<file path="config.mk">
export PLATFORM = sky130hd
export DESIGN_NAME = ctrl_to_axilite
export DESIGN_NICKNAME = d
export VERILOG_FILES = /design/src/rtl/ctrl_to_axilite.sv
export SDC_FILE = /design/constraint.sdc
export NUM_CORES = 1
export LEC_CHECK = 0
export ABC_AREA = 1
export ABC_CLOCK_PERIOD_IN_PS = 2800
export CAP_MARGIN = 15
export CORE_ASPECT_RATIO = 1.1
export CORE_MARGIN = 2
export CORE_UTILIZATION = 42
export CTS_CLUSTER_DIAMETER = 80
export CTS_CLUSTER_SIZE = 8
export DETAILED_ROUTE_END_ITERATION = 8
export MAX_ROUTING_LAYER = met4
export PLACE_DENSITY = 0.85
export SLEW_MARGIN = 40
export SYNTH_ARGS = -nofsm -noshare
export SYNTH_HDL_FRONTEND = slang
export SYNTH_SLANG_ARGS = --single-unit
export TNS_END_PERCENT = 5
</file>
<file path="constraint.sdc">
create_clock -name clk -period 2.8 [get_ports clk]
set_input_delay 0.84 -clock clk [delete_from_list [all_inputs] [get_ports clk]]
set_output_delay 0.84 -clock clk [all_outputs]
set_load 0.005 [all_outputs]
</file>
<file path="src/rtl/ctrl_to_axilite.sv">
// ctrl_to_axilite: bridges a single-outstanding valid/ready control port
// onto an AXI-Lite master; one read or write is in flight at a time.
//
// Ports:
//   clk, rst              clock, synchronous active-high reset
//   req_*_i / req_ready_o control-side request (word address, data, strobes)
//   resp_*_o / resp_ready_i completion (read data, error flag)
//   m_axilite_*           AXI-Lite master channels AW, W, B, AR, R
module ctrl_to_axilite #(
  parameter int ADDR_W = 12
) (
  input  logic              clk,
  input  logic              rst,
  input  logic              req_valid_i,
  output logic              req_ready_o,
  input  logic              req_write_i,
  input  logic [9:0]        req_addr_i,
  input  logic [31:0]       req_wdata_i,
  input  logic [3:0]        req_wstrb_i,
  output logic              resp_valid_o,
  input  logic              resp_ready_i,
  output logic [31:0]       resp_rdata_o,
  output logic              resp_err_o,
  output logic              m_axilite_awvalid_o,
  input  logic              m_axilite_awready_i,
  output logic [ADDR_W-1:0] m_axilite_awaddr_o,
  output logic [2:0]        m_axilite_awprot_o,
  output logic              m_axilite_wvalid_o,
  input  logic              m_axilite_wready_i,
  output logic [31:0]       m_axilite_wdata_o,
  output logic [3:0]        m_axilite_wstrb_o,
  input  logic              m_axilite_bvalid_i,
  output logic              m_axilite_bready_o,
  input  logic [1:0]        m_axilite_bresp_i,
  output logic              m_axilite_arvalid_o,
  input  logic              m_axilite_arready_i,
  output logic [ADDR_W-1:0] m_axilite_araddr_o,
  output logic [2:0]        m_axilite_arprot_o,
  input  logic              m_axilite_rvalid_i,
  output logic              m_axilite_rready_o,
  input  logic [31:0]       m_axilite_rdata_i,
  input  logic [1:0]        m_axilite_rresp_i
);

  typedef enum logic [2:0] {
    S_IDLE,
    S_WR,
    S_WB,
    S_RA,
    S_RD,
    S_RESP
  } state_t;

  state_t      state_q, state_d;
  logic [9:0]  addr_q, addr_d;
  logic [31:0] wdata_q, wdata_d;
  logic [3:0]  wstrb_q, wstrb_d;
  logic        aw_done_q, aw_done_d;
  logic        w_done_q, w_done_d;
  logic [31:0] rdata_q, rdata_d;
  logic        err_q, err_d;

  logic        awv, wv, bry, arv, rry;
  logic        aw_fin, w_fin;
  logic [ADDR_W-1:0] axaddr;

  // Byte address is the zero-extended word address.
  assign axaddr = ADDR_W'({addr_q, 2'b00});

  always_comb begin
    state_d   = state_q;
    addr_d    = addr_q;
    wdata_d   = wdata_q;
    wstrb_d   = wstrb_q;
    aw_done_d = aw_done_q;
    w_done_d  = w_done_q;
    rdata_d   = rdata_q;
    err_d     = err_q;
    awv       = 1'b0;
    wv        = 1'b0;
    bry       = 1'b0;
    arv       = 1'b0;
    rry       = 1'b0;
    aw_fin    = aw_done_q;
    w_fin     = w_done_q;

    unique case (state_q)
      S_IDLE: begin
        if (req_valid_i) begin
          addr_d    = req_addr_i;
          wdata_d   = req_wdata_i;
          wstrb_d   = req_wstrb_i;
          aw_done_d = 1'b0;
          w_done_d  = 1'b0;
          state_d   = req_write_i ? S_WR : S_RA;
        end
      end
      S_WR: begin
        awv    = !aw_done_q;
        wv     = !w_done_q;
        aw_fin = aw_done_q | m_axilite_awready_i;
        w_fin  = w_done_q | m_axilite_wready_i;
        aw_done_d = aw_fin;
        w_done_d  = w_fin;
        // Both channels may finish in either order or together.
        if (aw_fin && w_fin) begin
          aw_done_d = 1'b0;
          w_done_d  = 1'b0;
          state_d   = S_WB;
        end
      end
      S_WB: begin
        bry = 1'b1;
        if (m_axilite_bvalid_i) begin
          err_d   = |m_axilite_bresp_i;
          rdata_d = '0;
          state_d = S_RESP;
        end
      end
      S_RA: begin
        arv = 1'b1;
        if (m_axilite_arready_i) begin
          state_d = S_RD;
        end
      end
      S_RD: begin
        rry = 1'b1;
        if (m_axilite_rvalid_i) begin
          err_d   = |m_axilite_rresp_i;
          rdata_d = m_axilite_rdata_i;
          state_d = S_RESP;
        end
      end
      S_RESP: begin
        if (resp_ready_i) begin
          state_d = S_IDLE;
        end
      end
      default: state_d = S_IDLE;
    endcase
  end

  always_ff @(posedge clk) begin
    if (rst) begin
      state_q   <= S_IDLE;
      addr_q    <= '0;
      wdata_q   <= '0;
      wstrb_q   <= '0;
      aw_done_q <= 1'b0;
      w_done_q  <= 1'b0;
      rdata_q   <= '0;
      err_q     <= 1'b0;
    end else begin
      state_q   <= state_d;
      addr_q    <= addr_d;
      wdata_q   <= wdata_d;
      wstrb_q   <= wstrb_d;
      aw_done_q <= aw_done_d;
      w_done_q  <= w_done_d;
      rdata_q   <= rdata_d;
      err_q     <= err_d;
    end
  end

  // Outputs are forced low during reset, including the first reset
  // cycle before the state register has been cleared.
  assign req_ready_o         = !rst && (state_q == S_IDLE);
  assign resp_valid_o        = !rst && (state_q == S_RESP);
  assign resp_rdata_o        = rst ? '0 : rdata_q;
  assign resp_err_o          = !rst && err_q;

  assign m_axilite_awvalid_o = !rst && awv;
  assign m_axilite_awaddr_o  = axaddr;
  assign m_axilite_awprot_o  = 3'b000;
  assign m_axilite_wvalid_o  = !rst && wv;
  assign m_axilite_wdata_o   = wdata_q;
  assign m_axilite_wstrb_o   = wstrb_q;
  assign m_axilite_bready_o  = !rst && bry;
  assign m_axilite_arvalid_o = !rst && arv;
  assign m_axilite_araddr_o  = axaddr;
  assign m_axilite_arprot_o  = 3'b000;
  assign m_axilite_rready_o  = !rst && rry;

endmodule

</file>
# Word level (Yosys, flattened, before mapping)
# Index checks and enable logic that the tools add are counted.
# W data, S select, Z words.
# op_classes
n_eq_ne,11
n_bitwise,2
reduce_logical,21
muxes,25
# ops
op,n
$mux W32,3
$pmux W32 S2,1
$mux W3,6
$pmux W3 S6,1
$ne A2 B2 Y1 const B,6
$mux W1,10
$logic_and A1 B1 Y1,9
$eq A3 B2 Y1 const B,2
$eq A3 B3 Y1 const B,2
$pmux W1 S2,3
$reduce_and A6 Y1,1
$reduce_and A2 Y1,2
$reduce_bool A2 Y1,2
$reduce_or A2 Y1,2
$eq A3 B1 Y1 const B,1
$logic_not A1 Y1,3
$logic_not A3 Y1,1
$reduce_and A3 Y1,1
$mux W2,1
$or A1 B1 Y1,2
# word_totals
output_inout_bits,106
wordCells,67
ff_bits,84
input_bits,92

# Depth between registers and ports, before layout
# Gate-level depths: netlist of the first run.
# depth
word_depth,4
mapped_depth,9
mapped_depth_nobuf,7

# Worst setup path before layout of the first run
# No wires, ideal clock.
# synth_path
path_kind,input-to-output
from,input rst
to,output resp_valid_o
required_time_ns,1.960
arrival_time_ns,1.509
n_path_buf,2
stages,3
setup_slack_ns,0.451
path_cell_list,buf_2 -> buf_1 -> nor4_1
# synth_via
elab_chain_cells,2
# synth_rtl
element,line,rtl
start: declaration,13,"input logic rst,"
$logic_not A1 Y1,168,assign resp_valid_o = !rst && (state_q == S_RESP);
$logic_and A1 B1 Y1,168,
end: declaration,20,"output logic resp_valid_o,"
# Every way passes these cells.

# Worst setup path after layout of the first run
# layout_path
from,input rst
to,output m_axilite_awvalid_o
# layout_via
elab_chain_cells,2
# layout_rtl
element,line,rtl
$logic_not A1 Y1,172,assign m_axilite_awvalid_o = !rst && awv;
$logic_and A1 B1 Y1,172,
end: declaration,24,"output logic m_axilite_awvalid_o,"
# Every way passes these cells.

==> results of run 1 <==
per-stage QoR:
stage / instance area [µm²] / setup slack (ns) / power (mW) / hold slack, ns / util, %
after floorplan: 3740 / 0.451 / 2.70 / 0.439 / -
after global placement: 5490 / -0.315 / 3.33 / 0.430 / 64.7
after detailed placement: 5490 / -0.365 / 3.39 / 0.435 / 64.7
after CTS: 5730 / -0.0623 / 4.33 / 0.449 / 67.5
after global routing: 5750 / -0.0292 / 4.58 / 0.468 / 67.7
final: 5750 / 0.0237 / 4.30 / 0.448 / 67.7
report_power, final:
part	total (mW)	leakage (nW)	internal (mW)	switching, mW
Clock	0.938	0.102	0.503	0.435
Sequential	1.67	0.688	1.48	0.188
Combinational	1.69	1.77	0.856	0.833
what timing repair did:
action                                  CTS  global route
endpoints found under the setup margin   40             9
gates cloned                              1             0
resized for setup                        42             8
state kept, by name (all words and copies together) (netlist names):
signal / count
w_done_q: 1
aw_done_q: 1
m_axilite_wstrb_o: 4
addr_q: 10
err_q: 1
state_q: 3
m_axilite_wdata_o: 32
rdata_q: 32
Yosys cell counts, types with 5 or more instances:
cell	n	share of area [%]
a21oi_1	50	6.7
buf_2	5	0.67
buf_4	25	5.1
buf_6	12	3.6
clkbuf_1	6	0.61
dfxtp_1	84	45
inv_1	88	8.9
nand2_1	76	7.7
nand3_1	42	5.7
nor2_1	47	4.8
o21ai_0	30	4.0
o21ai_1	17	2.3
path summary, 6_finish.rpt:
kind,end,start,slack (ns),cells after the start
worst max-delay path,m_axilite_awvalid_o,rst,0.02,4
worst min-delay path,m_axilite_wdata_o[15],m_axilite_wdata_o[15],0.45,2
worst max register to register,err_q,state_q[1],1.03,7
worst min register to register,m_axilite_wdata_o[15],m_axilite_wdata_o[15],0.45,2
logic make-up after synthesis:
logic type | after synthesis | share of synthesized area, %
other cells | 1 | 0.101
buf+inv | 142 | 19.5
flops | 84 | 45.3
simple gates | 181 | 21.6
compound gates | 99 | 13.5
worst min-delay path, cell delays in order, from the launching register on:
cell,delay (ns)
dfxtp_1,0.32
inv_1,0.05
a21oi_1,0.05
final cells by class:
class / instances / area [µm²] / share of cell area (%)
multi-input combinational: 290 / 1370 / 23.8
clock buffer: 10 / 128 / 2.22
tap: 111 / 139 / 2.42
inverter: 90 / 338 / 5.87
clock inverter: 6 / 88.8 / 1.54
timing repair buffer: 196 / 2000 / 34.9
sequential: 84 / 1680 / 29.3
per-layer routing:
metal | vias to the layer above | track usage, % | wire length [µm]
met1 | 1634 | 23.8 | 4210
met4 | 0 | 10.0 | 265
li1 | 1870 | - | -
met5 | - | - | 0
met2 | 154 | 37.6 | 5030
met3 | 24 | 5.34 | 827
==> summary.txt, run 1 <==
Status
  • Status: finished, final reports clean

Synth
  • Yosys warns: 0
  • Asr flop ratio synth: 0%
  • Cell variety after synth: 26
  • Post-synth EDFFs: 0
  • Mapped Avg Cell Area: 7.32 µm²
  • Register area share after synthesis: 45.3%
  • Post-Synthesis Cells: 507
  • Post-Syn Area: 3710 µm²
  • Main flop type after synthesis: dfxtp_1
  • #FFs+latches synth: 84

Clocking
  • CTS Buffer Depth: 2
  • CTS Buf Count: 9
  • Skew-Pair Late Insertion Delay: between 0.3 and 0.4 ns
  • Postcts setup bufs: 0
  • Reg clk slew, reported paths: 0.08 ns
  • H-tree Lvls: 3
  • Clock sinks: 84
  • Hold-fix buffers, CTS: 0
  • CTS tree: built
  • Root Driver: clkbuf_8

Place
  • Routability Congestion: 0.779
  • Detailed placement HPWL: around 7.4 mm
  • Placed cells: between 700 and 800
  • # port buffers: 187

Floorplanning
  • Rows: 35
  • Die X: roughly 94 µm
  • Initial Utilization: 43.7%
  • Die height: 103 µm
  • Core Box Area: 8500 µm²
  • DIE AREA: a little under 10000 µm²
  • Ports: 198

Worst setup path
  • Worst path max stage delay: 0.55 ns
  • Crit path max-delay family: buffers and inverters
  • Critical-path cell list: clkdlybuf4s15_2 > buf_12 > nor3_1 > clkdlybuf4s50_1
  • Bufs and invs on worst path: 3
  • CP startpoint kind: input port
  • Critical path class: in -> out
  • Worst path slowest cell: clkdlybuf4s50_1
  • Worst EP arrival: between 1.5 and 2 ns
  • Required time of the critical path: approximately 2 ns
  • Crit path max fanout: 11
  • CP Capture Type: output pin

Pwr
  • PwrDens: 747 nW/µm²
  • VDD IR max: around 390 µV
  • Leak: approximately 2.6 nW

Drt
  • Vias/cell: 4.68
  • Final WL: 10.3 mm
  • Routed Antenna Nets: 0
  • DRC viols: 0
  • First-pass iteration count of the detailed router: 4
  • DR iter-0 viols: 111
  • WL/cell: 13.1 µm
  • Vias after detailed routing: 3682

Cells and area
  • Antenna diodes: 0
  • P&R area growth vs syn: 55.0%
  • Commonest non-fill, non-tap cells in the layout: clkdlybuf4s50_1 (152), inv_1 (88), dfxtp_1 (83)
  • Layout cells sized above 1: ~7.5%
  • Non-filler cells, final: 787
  • NumNets Final: approximately 760
  • Most common cell after layout, fill and taps aside: clkdlybuf4s50_1
  • Filler cells: 686

Global routing
  • GR Util All Layers: between 20 and 25%
  • Number of antenna violations at the first check in global routing: 0
  • Vias in the first global route: about 3500
  • Grt ovf: 0
  • Global-route wire length before repair: around 16 mm
  • Largest net degree at the start of global routing: 95

STA
  • F_max: 360 MHz
  • Fin crit share: 99.2%
  • Min cycle time layout: around 2.8 ns
  • RSZ-0062 raised after global routing: true
  • Setup TNS: 0 ns
  • Final Skew: about 0.0074 ns
  • Final setup violating endpoints: 0
  • Final hold violation count: 0
  • Slew Viols, Final: 0

Min path
  • Worst hold path type: reg -> reg

Flow run
  • Max-cap viol count: 0
Note: power is estimated with default switching activity, not from simulation.
==> run 2: changes to the inputs <==
--- a/config.mk
+++ b/config.mk
@@ -11,11 +11,13 @@
 export CORE_ASPECT_RATIO = 1.1
 export CORE_MARGIN = 2
 export CORE_UTILIZATION = 42
+export CTS_BUF_LIST = sky130_fd_sc_hd__clkbuf_16
 export CTS_CLUSTER_DIAMETER = 80
 export CTS_CLUSTER_SIZE = 8
 export DETAILED_ROUTE_END_ITERATION = 8
 export MAX_ROUTING_LAYER = met4
 export PLACE_DENSITY = 0.85
+export SKIP_LAST_GASP = 1
 export SLEW_MARGIN = 40
 export SYNTH_ARGS = -nofsm -noshare
 export SYNTH_HDL_FRONTEND = slang
==> summary.txt, run 2 (same netlist as run 1, synthesis figures left out) <==
Floorplanning
  • Die height: 103 µm (unchanged)
  • DIE AREA: 9600 µm² (unchanged)
  • Initial Utilization: 43.7% (unchanged)
  • Rows: 35 (unchanged)
  • Core Box Area: 8500 µm² (unchanged)
  • Die X: 93.6 µm (unchanged)
  • Ports: 198 (unchanged)

Pwr
  • Total net switching power: 1.49 mW (was 1.46 mW)
  • Register share of total power: 36.2% (was 38.9%)
  • Switching power share of the total: 32.2% (was 33.9%)
  • Comb pwr share: 36.9% (was 39.3%)
  • PwrDens: 790 nW/µm² (was 747 nW/µm²)
  • Clock Power Share: 26.9% (was 21.8%)
  • VDD IR max: 367 µV (was 386 µV)
  • Leak: 2.43 nW (was 2.56 nW)
  • Int Power: 3.14 mW (was 2.84 mW)

Global routing
  • Grt ovf: 0 (unchanged)
  • Global-route wire length before repair: 16.2 mm (was 16.0 mm)
  • Vias in the first global route: 3478 (was 3481)
  • Largest net degree at the start of global routing: 95 (unchanged)
  • Number of antenna violations at the first check in global routing: 0 (unchanged)
  • GR Util All Layers: 21.9% (was 21.8%)

STA
  • Setup TNS: -1.14 ns (was 0 ns)
  • RSZ-0062 raised after global routing: true (unchanged)
  • Fin crit share: 103% (was 99.2%)
  • Final setup violating endpoints: 25 (was 0)
  • Min cycle time layout: 2.88 ns (was 2.78 ns)
  • F_max: 348 MHz (was 360 MHz)
  • Min Hold Slack: 0.444 ns (was 0.448 ns)
  • Slew Viols, Final: 0 (unchanged)
  • PnR worst setup slack: -0.0752 ns (was 0.0237 ns)
  • Final hold violation count: 0 (unchanged)
  • Final Skew: 0.00515 ns (was 0.00744 ns)

Worst setup path
  • Worst Reg-to-Reg Cells: 7 (unchanged)
  • Worst EP arrival: 2.04 ns (was 1.94 ns)
  • Required time of the critical path: 1.96 ns (about the same)
  • Crit path max fanout: 11 (unchanged)
  • CP Capture Type: output pin (unchanged)
  • CP startpoint kind: input port (unchanged)
  • Critical path class: in -> out (unchanged)

Drt
  • DR iter-0 viols: 131 (was 111)
  • Final WL: 10.4 mm (was 10.3 mm)
  • WL/cell: 13.2 µm (was 13.1 µm)
  • Routed Antenna Nets: 0 (unchanged)
  • Vias/cell: 4.71 (was 4.68)
  • Vias after detailed routing: 3704 (was 3682)
  • First-pass iteration count of the detailed router: 5 (was 4)
  • DRC viols: 0 (unchanged)

Clocking
  • CTS Buf Count: 9 (unchanged)
  • CTS tree: built (unchanged)
  • Root Driver: clkbuf_16 (was clkbuf_8)
  • Skew-Pair Late Insertion Delay: 0.33 ns (was 0.35 ns)
  • Reg clk slew, reported paths: 0.06 ns (was 0.08 ns)
  • Hold-fix buffers, CTS: 0 (unchanged)
  • H-tree Lvls: 3 (unchanged)
  • Clock sinks: 84 (unchanged)
  • CTS Buffer Depth: 2 (unchanged)

Cells and area
  • Layout Utilization: 69.0% (was 67.7%)
  • NumNets Final: 763 (unchanged)
  • Non-filler cells, final: 787 (unchanged)
  • Most common cell after layout, fill and taps aside: clkdlybuf4s50_1 (unchanged)
  • Antenna diodes: 0 (unchanged)
  • P&R area growth vs syn: 58.0% (was 55.0%)
  • Commonest non-fill, non-tap cells in the layout: clkdlybuf4s50_1 (180), inv_1 (89), dfxtp_1 (84) (was clkdlybuf4s50_1 (152), inv_1 (88), dfxtp_1 (83))
  • Layout cells sized above 1: 6.95% (was 7.54%)

Place
  • Placed cells: 770 (unchanged)
  • Setup WS pre-CTS: -0.365 ns (unchanged)
  • Routability Congestion: 0.779 (unchanged)
  • Detailed placement HPWL: 7.38 mm (unchanged)
  • # port buffers: 187 (unchanged)

Flow run
  • Max-cap viol count: 0 (unchanged)

Status
  • Failing checks: setup timing
  • Status: finished with violations (was finished, final reports clean)

Min path
  • Worst hold path type: reg -> reg (unchanged)
  • Hold depth: 2 (unchanged)
==> run 2: through the flow <==
stage	total power, mW	instance area (µm²)
6_report	4.63	5860
5_1_grt	4.92	5860
4_1_cts	4.67	5860
3_5_place_dp	3.39	5490
3_3_place_gp	3.33	5490
2_1_floorplan	2.70	3740
==> run 2: layout make-up <==
cell class	count	area, µm²
fillers	656	2630
flip-flops and latches	84	1680
repair buffers	196	2020
clock inverters	7	92.6
well taps	111	139
clock buffers	9	225
inverters	90	338
multi-input cells	290	1360
==> run 2: repair_timing <==
item                       4_1_cts  5_1_grt
gates resized for setup         17        1
gates cloned                     1        0
setup endpoints to repair       40       32
setup buffers                    0        0
==> run 2: power groups by stage <==
stage	combinational, mW	sequential (mW)	clock, mW
after floorplan	1.05	1.65	0
final	1.71	1.67	1.25
after CTS	1.73	1.67	1.27
after global placement	1.65	1.68	0
after global routing	1.88	1.71	1.33
after detailed placement	1.70	1.69	0
==> run 2: worst paths after layout <==
kind         slack (ns)             startpoint                    end
max               -0.08                    rst       resp_rdata_o[16]
min reg2reg        0.44  m_axilite_wdata_o[15]  m_axilite_wdata_o[15]
max reg2reg        0.95             state_q[0]            rdata_q[20]
min                0.44  m_axilite_wdata_o[15]  m_axilite_wdata_o[15]
==> run 2: critical path, cell delays in order <==
cell and delay (ns):
clkdlybuf4s15_2 0.22, buf_12 0.16, buf_4 0.17, nor2_2 0.13
clkdlybuf4s50_1 0.51
==> run 2: layer usage <==
metal / vias to the layer above / wire (µm) / global-route usage, %
li1: 1873 / - / -
met1: 1648 / 4080 / 23.5
met2: 161 / 5140 / 38.2
met3: 22 / 895 / 6.65
met4: 0 / 247 / 8.25
met5: - / 0 / -
